[src/rtl/dly_ctrl_pkg.sv]
// Shared types and field positions for the delay-load controller.
// Broadcast loads are enabled by defining DELAY_LOAD_BCAST_EN.
package dly_ctrl_pkg;

  typedef enum logic [1:0] {
    ST_IDLE,
    ST_CHECK,
    ST_REQ,
    ST_DONE
  } state_e;

  localparam int CMD_TOG_BIT = 31;
  localparam int CMD_CLR_BIT = 30;
  localparam int CMD_CH_MSB  = 27;
  localparam int CMD_CH_LSB  = 24;

  localparam int STS_RANGE_BIT = 31;
  localparam int STS_TO_BIT    = 30;
  localparam int STS_OVR_BIT   = 29;
  localparam int STS_BUSY_BIT  = 28;
  localparam int STS_CNT_W     = 16;

  localparam logic [3:0] BCAST_CH = 4'hF;

endpackage

[src/rtl/delay_load_ctrl.sv]
// Software-command driven loader for per-channel delay values.
// Define DELAY_LOAD_BCAST_EN to make channel 0xF load every channel.
module delay_load_ctrl
  import dly_ctrl_pkg::*;
#(
  parameter int NUM_CH  = 8,
  parameter int DELAY_W = 16,
  parameter int TIMEOUT = 255
) (
  input  logic               user_clk,
  input  logic               user_rst,
  input  logic [31:0]        user_data_in,
  output logic [3:0]         dly_load_ch,
  output logic [DELAY_W-1:0] dly_load_val,
  output logic               dly_load_req,
  input  logic               dly_load_ack,
  output logic               busy,
  output logic [31:0]        status_out
);

  localparam logic [3:0]  LAST_CH  = 4'(NUM_CH - 1);
  localparam logic [15:0] TMR_LAST = 16'(TIMEOUT - 1);

  logic [31:0]        data_q;
  logic               tog_hist;
  logic               evt_q;
  logic               cmd_clr;
  logic [3:0]         cmd_ch;
  logic [DELAY_W-1:0] cmd_val;
  logic               unused_data;

  state_e             state;
  logic [15:0]        tmr;
  logic               bcast;
  logic               err_range;
  logic               err_timeout;
  logic               err_overrun;
  logic [15:0]        load_count;

  assign unused_data = ^data_q;

  // Input register, toggle edge detect and command capture.
  always_ff @(posedge user_clk) begin
    if (user_rst) begin
      data_q   <= user_data_in;
      tog_hist <= user_data_in[CMD_TOG_BIT];
      evt_q    <= 1'b0;
      cmd_clr  <= 1'b0;
      cmd_ch   <= '0;
      cmd_val  <= '0;
    end else begin
      data_q   <= user_data_in;
      tog_hist <= data_q[CMD_TOG_BIT];
      evt_q    <= data_q[CMD_TOG_BIT] ^ tog_hist;
      cmd_clr  <= data_q[CMD_CLR_BIT];
      cmd_ch   <= data_q[CMD_CH_MSB:CMD_CH_LSB];
      cmd_val  <= data_q[DELAY_W-1:0];
    end
  end

  // Load sequencer with inline ack timeout and sticky error flags.
  always_ff @(posedge user_clk) begin
    if (user_rst) begin
      state        <= ST_IDLE;
      dly_load_req <= 1'b0;
      dly_load_ch  <= '0;
      dly_load_val <= '0;
      busy         <= 1'b0;
      tmr          <= '0;
      bcast        <= 1'b0;
      err_range    <= 1'b0;
      err_timeout  <= 1'b0;
      err_overrun  <= 1'b0;
      load_count   <= '0;
    end else begin
      // Clear first so an error from this same command still lands.
      if (evt_q && cmd_clr) begin
        err_range   <= 1'b0;
        err_timeout <= 1'b0;
        err_overrun <= 1'b0;
      end
      if (evt_q && state != ST_IDLE)
        err_overrun <= 1'b1;
      unique case (state)
        ST_IDLE: begin
          if (evt_q) begin
            dly_load_ch  <= cmd_ch;
            dly_load_val <= cmd_val;
            busy         <= 1'b1;
            state        <= ST_CHECK;
          end
        end
        ST_CHECK: begin
          tmr <= '0;
`ifdef DELAY_LOAD_BCAST_EN
          if (dly_load_ch == BCAST_CH) begin
            bcast        <= 1'b1;
            dly_load_ch  <= '0;
            dly_load_req <= 1'b1;
            state        <= ST_REQ;
          end else
`endif
          if (dly_load_ch <= LAST_CH) begin
            dly_load_req <= 1'b1;
            state        <= ST_REQ;
          end else begin
            err_range <= 1'b1;
            busy      <= 1'b0;
            state     <= ST_IDLE;
          end
        end
        ST_REQ: begin
          if (dly_load_ack) begin
            dly_load_req <= 1'b0;
            state        <= ST_DONE;
          end else if (tmr == TMR_LAST) begin
            dly_load_req <= 1'b0;
            err_timeout  <= 1'b1;
            bcast        <= 1'b0;
            busy         <= 1'b0;
            state        <= ST_IDLE;
          end else begin
            tmr <= tmr + 16'd1;
          end
        end
        ST_DONE: begin
          load_count <= load_count + 16'd1;
          if (bcast && dly_load_ch != LAST_CH) begin
            dly_load_ch  <= dly_load_ch + 4'd1;
            dly_load_req <= 1'b1;
            tmr          <= '0;
            state        <= ST_REQ;
          end else begin
            bcast <= 1'b0;
            busy  <= 1'b0;
            state <= ST_IDLE;
          end
        end
      endcase
    end
  end

  assign status_out = {err_range, err_timeout, err_overrun, busy,
                       12'b0, load_count};

endmodule

[config.mk]
export PLATFORM = sky130hd
export DESIGN_NAME = delay_load_ctrl
export DESIGN_NICKNAME = d
export VERILOG_FILES = /design/src/rtl/dly_ctrl_pkg.sv /design/src/rtl/delay_load_ctrl.sv
export SDC_FILE = /design/constraint.sdc
export NUM_CORES = 1
export LEC_CHECK = 0
export ABC_AREA = 1
export CAP_MARGIN = 20
export CORE_ASPECT_RATIO = 1.1
export CORE_MARGIN = 4
export CORE_UTILIZATION = 55
export CTS_BUF_LIST = sky130_fd_sc_hd__clkbuf_4
export DETAILED_ROUTE_END_ITERATION = 12
export HOLD_SLACK_MARGIN = 0.1
export PLACE_DENSITY = 0.9
export REMOVE_ABC_BUFFERS = 1
export SLEW_MARGIN = 10
export SYNTH_ARGS = -nofsm -noshare
export SYNTH_HDL_FRONTEND = slang
export SYNTH_SLANG_ARGS = --single-unit
[constraint.sdc]
create_clock -name user_clk -period 4.07 [get_ports user_clk]
set_clock_uncertainty 0.1 [all_clocks]
set_input_delay 0.6105 -clock user_clk [delete_from_list [all_inputs] [get_ports user_clk]]
set_output_delay 0.6105 -clock user_clk [all_outputs]
set_load 0.02 [all_outputs]
-- After elaboration in Yosys (flattened, before gate mapping)
Index checks and enable logic that the tools add are counted.
- $add $sub $neg: 3
- equal/unequal tests: 14
- order comparisons: 1
- muxes and demuxes: 34
- reduce and logical (&&, ||, !) cells: 16
- bitwise operators: 1
- operators by type and width (operator ; number):
    $mux 16 ; 3
    $pmux 16 s3 ; 1
    $add 16x1->16 const B ; 2
    $mux 1 ; 18
    $eq 16x8->1 const B ; 1
    $ne 2x2->1 const B ; 8
    $reduce_and 4->1 ; 3
    $mux 2 ; 5
    $mux 4 ; 2
    $pmux 2 s4 ; 1
    $pmux 4 s2 ; 1
    $reduce_bool 2->1 ; 4
    $reduce_and 5->1 ; 1
    $add 4x1->4 const B ; 1
    $eq 2x2->1 const B ; 2
    $le 4x3->1 const B ; 1
    $ne 4x3->1 const B ; 1
    $pmux 1 s4 ; 1
    $reduce_and 2->1 ; 2
    $logic_and 1x1->1 ; 3
    $ne 3x3->1 const B ; 1
    $pmux 1 s3 ; 1
    $reduce_and 3->1 ; 1
    $reduce_bool 3->1 ; 1
    other kinds (4) ; 4
- bits of input ports: 35
- word-level logic and storage cells: 86
- flip-flop bits (word level): 115
- output and inout port bits: 54

-- Longest topological paths before layout
- depth after elaboration: 5
- gate-level depth with buffers: 10
- gate-level depth less buffers: 10

-- Worst setup path before layout
No wires, ideal clock.
- kind: register to register
- from: register load_count[1]
- to: register load_count[14]
- path slack: 2442 ps
- data required time: 3855 ps
- path buffers: 0
- clock period less this slack: 1628 ps
- setup time: 115 ps
- stages on the path, launching flop included: 11
- arrival time: 1413 ps
- cells stage by stage: dfxtp_1 ha_1 nand2_1 nor2_1 nand2_1 nor2_2 nand3_1 inv_1 nand3_1 nand2_1 nor2_1
- longest elaborated chain between the ends: 1
- ends and longest elaborated chain (element ; RTL line ; text):
    start: declaration ; delay_load_ctrl.sv:38 ; logic [15:0] load_count;
    start signal: assignment ; delay_load_ctrl.sv:127 ; load_count <= load_count + 16'd1;
    $add 16x1->16 ; delay_load_ctrl.sv:127 ;
Every way passes these cells.
A chain may end at the register's enable or synchronous reset.

-- Final worst setup path
- from: register load_count[2]
- to: output port status_out[2]
- RTL lines (element ; RTL line ; text):
    end: declaration ; delay_load_ctrl.sv:18 ; output logic [31:0] status_out
No word-level cell between the ends.

==> impl_results.md <==
- Status: finished clean
- Most frequent cell after synthesis: dfxtp_1
- CP Launch Type: flip-flop
- All-layer global routing usage: 18.8%
- Synthesized instance count: 542
- Post-CTS Setup Inserts: 0
- Pre-antenna DRT Iters: 5
- Area of the die: 0.00900 mm^2
- Ports: 89
- DRC viols: 0
- Min-Delay Path Class: flip-flop to flip-flop
- Worst path cell trace: clkdlybuf4s50_1
- DR vias: 3453
- Fin. Hold Viols: 0
- Period minus WS final: 2.30 ns
- CTS Buf Count: 9
- Final setup viols: 0
- Initial antenna violation count: 0
- Achievable Freq: 0.435 GHz
- EDFF count, synth: 0
- First-pass GRT wire length: 13800 um
- VDD IR max: 0.000320 V
- Crit-path leading delay family: buffers and inverters
- Delay of the slowest critical-path stage: 0.65 ns
- Ys flop type: dfxtp_1
- Core area: 0.00717 mm^2
- Pins Over Slew Limit: 0
- Nets@finish: 648
- Slew HR: 43.0%
- Top cells by count, synth: dfxtp_1 (104), nor2_1 (103), nand2_1 (101)
- Synth unique cells: 35
- Post-synth top area cell: dfxtp_1
- Placed cell area: 0.00480 mm^2
- # hold bufs at CTS: 0
- Yosys top cell area share: 50.2%
- Clock Tree Root: clkbuf_4
- Max cap viols: 0
- Initial DRC Count: 181
- HPWL Detailed: 6110 um
- Setup TNS: 0 ns
- Number of routed nets with antenna violations: 0
- P_leak: 0.00219 uW
- DR WL met3: 551 um
- Number of global-route vias before repair: 3184
- Die Width: 90.8 um
- Die height: 99.1 um
- Worst path arrival time: 1.59 ns
- Pin count of the biggest net entering global routing: 40
- Clock tree buffer depth: 2
- Design area: 0.00496 mm^2
- RSZ-0062 raised after global routing: false
- Total gr overflow: 0
- Starting Density: 57.9%
- Pwr Density: 494 mW/mm^2
- Critical Path RT: 3.36 ns
- Vias per inst: 4.98
- Syn avg cell area: 7.65 um^2
- CP bufs+invs: 1
- Detailed-routing wirelength on met1: 3540 um
- Wire length on met2: 4160 um
- Final period util: 56.5%
- Htree depth: 3
- I/O Buffers: 66
- CP Max Fanout: 6
- Setup CP Type: flip-flop to output port
- Post-CTS sizing: 0
- WL per Instance: 12.2 um
- Overall Power: 2450 uW
- Post-Syn Area: 0.00415 mm^2
- Seq/Total Area, Yosys: 50.2%
- Area added between synthesis and finish: 19.5%
- Clock-pin slew on the worst setup and hold paths: 0.17 ns
- Fraction of layout cells with a size suffix above 1: 6.08%
- Crit. End Element: output port
- Slowest cell on crit path: clkdlybuf4s50_1
- Worst skew pair latency: 0.48 ns
- Placer congestion estimate: 0.948
- Top cells by area, synth: dfxtp_1 (50%), nor2_1 (9.3%), nand2_1 (9.1%)
- CTS tree: done
- Row count: 32
- Ys Warns: 0
- Worst slew pin tran: 0.854 ns
- Clock Sinks: 104
- Synth async-reset ratio: 0%
- Top sig layer: met4
- Reg2Reg Setup Slack: 2.05 ns
- Overall routed net length: 8460 um
- Utilization after layout: 69.2%
- Antenna Cells: 0
- Fin Hold WS: 0.311 ns
- FF+latch count, synth: 104
worst reg2reg max path, stage by stage (launching register included):
cell     delay [ns]
dfxtp_1        0.38
inv_1          0.11
ha_1           0.50
nand2_1        0.15
nand2_1        0.15
inv_2          0.12
nand2_4        0.15
nand2_2        0.08
o21ai_1        0.11
nand2_1        0.07
inv_1          0.07
cells by family (layout without fill, tap and decap cells):
logic type	after synthesis	count (layout)	synth area share [%]
and+or+nand+nor	250	250	25.5
DFF	104	104	50.2
buffers and inverters	98	154	10.5
AOI/OAI and AO/OA	69	69	8.62
xor gates and xnor gates	11	11	2.32
adders and majority gates	9	9	2.71
other	1	12	0.0904
through the flow:
stage / instances / setup slack, ns
final: 694 / 1.77
after global routing: 694 / 1.74
after CTS: 694 / 1.77
after detailed placement: 678 / 1.57
after global placement: 678 / 1.63
after floorplan: 525 / 2.39
cell usage in the layout (no fill, tap or decap), types with 8 or more instances in the layout:
cell and instances:
o21ai_0 32, xor2_1 8, nand2_1 101, clkbuf_4 9, nor2_1 103, dfxtp_1 104, clkdlybuf4s50_1 66, nand4_1 8
conb_1 12, ha_1 9, a21oi_1 28, nand3_1 18, inv_1 64
worst paths after layout:
check | start | endpoint | depth (start not counted)
max reg2reg | state[0] | tmr[11] | 10
min reg2reg | data_q[0] | cmd_val[0] | 2
min | data_q[0] | cmd_val[0] | 2
max | load_count[2] | status_out[2] | 1
power by group:
group	internal (uW)	switching [uW]
Sequential	1110	61.1
Combinational	266	431
Clock	203	375
Total	1580	867
layer usage:
layer | up-vias | GRT usage, %
li1 | 1777 | -
met1 | 1523 | 21.4
met2 | 129 | 33.8
met3 | 24 | 3.33
met4 | 0 | 9.28
met5 | - | 0
registers in the layout, indices dropped and copies added, names as in the netlist, 2 cells and up:
| name | flops |
|---|---|
| cmd_ch | 4 |
| state | 2 |
| data_q | 22 |
| dly_load_ch | 4 |
| dly_load_val | 16 |
| tmr | 16 |
| load_count | 16 |
| cmd_val | 16 |
final cells by class:
cell class / count / area (um^2)
sequential: 104 / 2080
timing repair buffer: 68 / 676
fill: 546 / 2210
multi-input combinational: 351 / 1670
inverter: 70 / 267
clock buffer: 9 / 67.6
clock inverter: 7 / 88.8
tap: 85 / 106
Note: power is estimated with default switching activity, not from simulation.
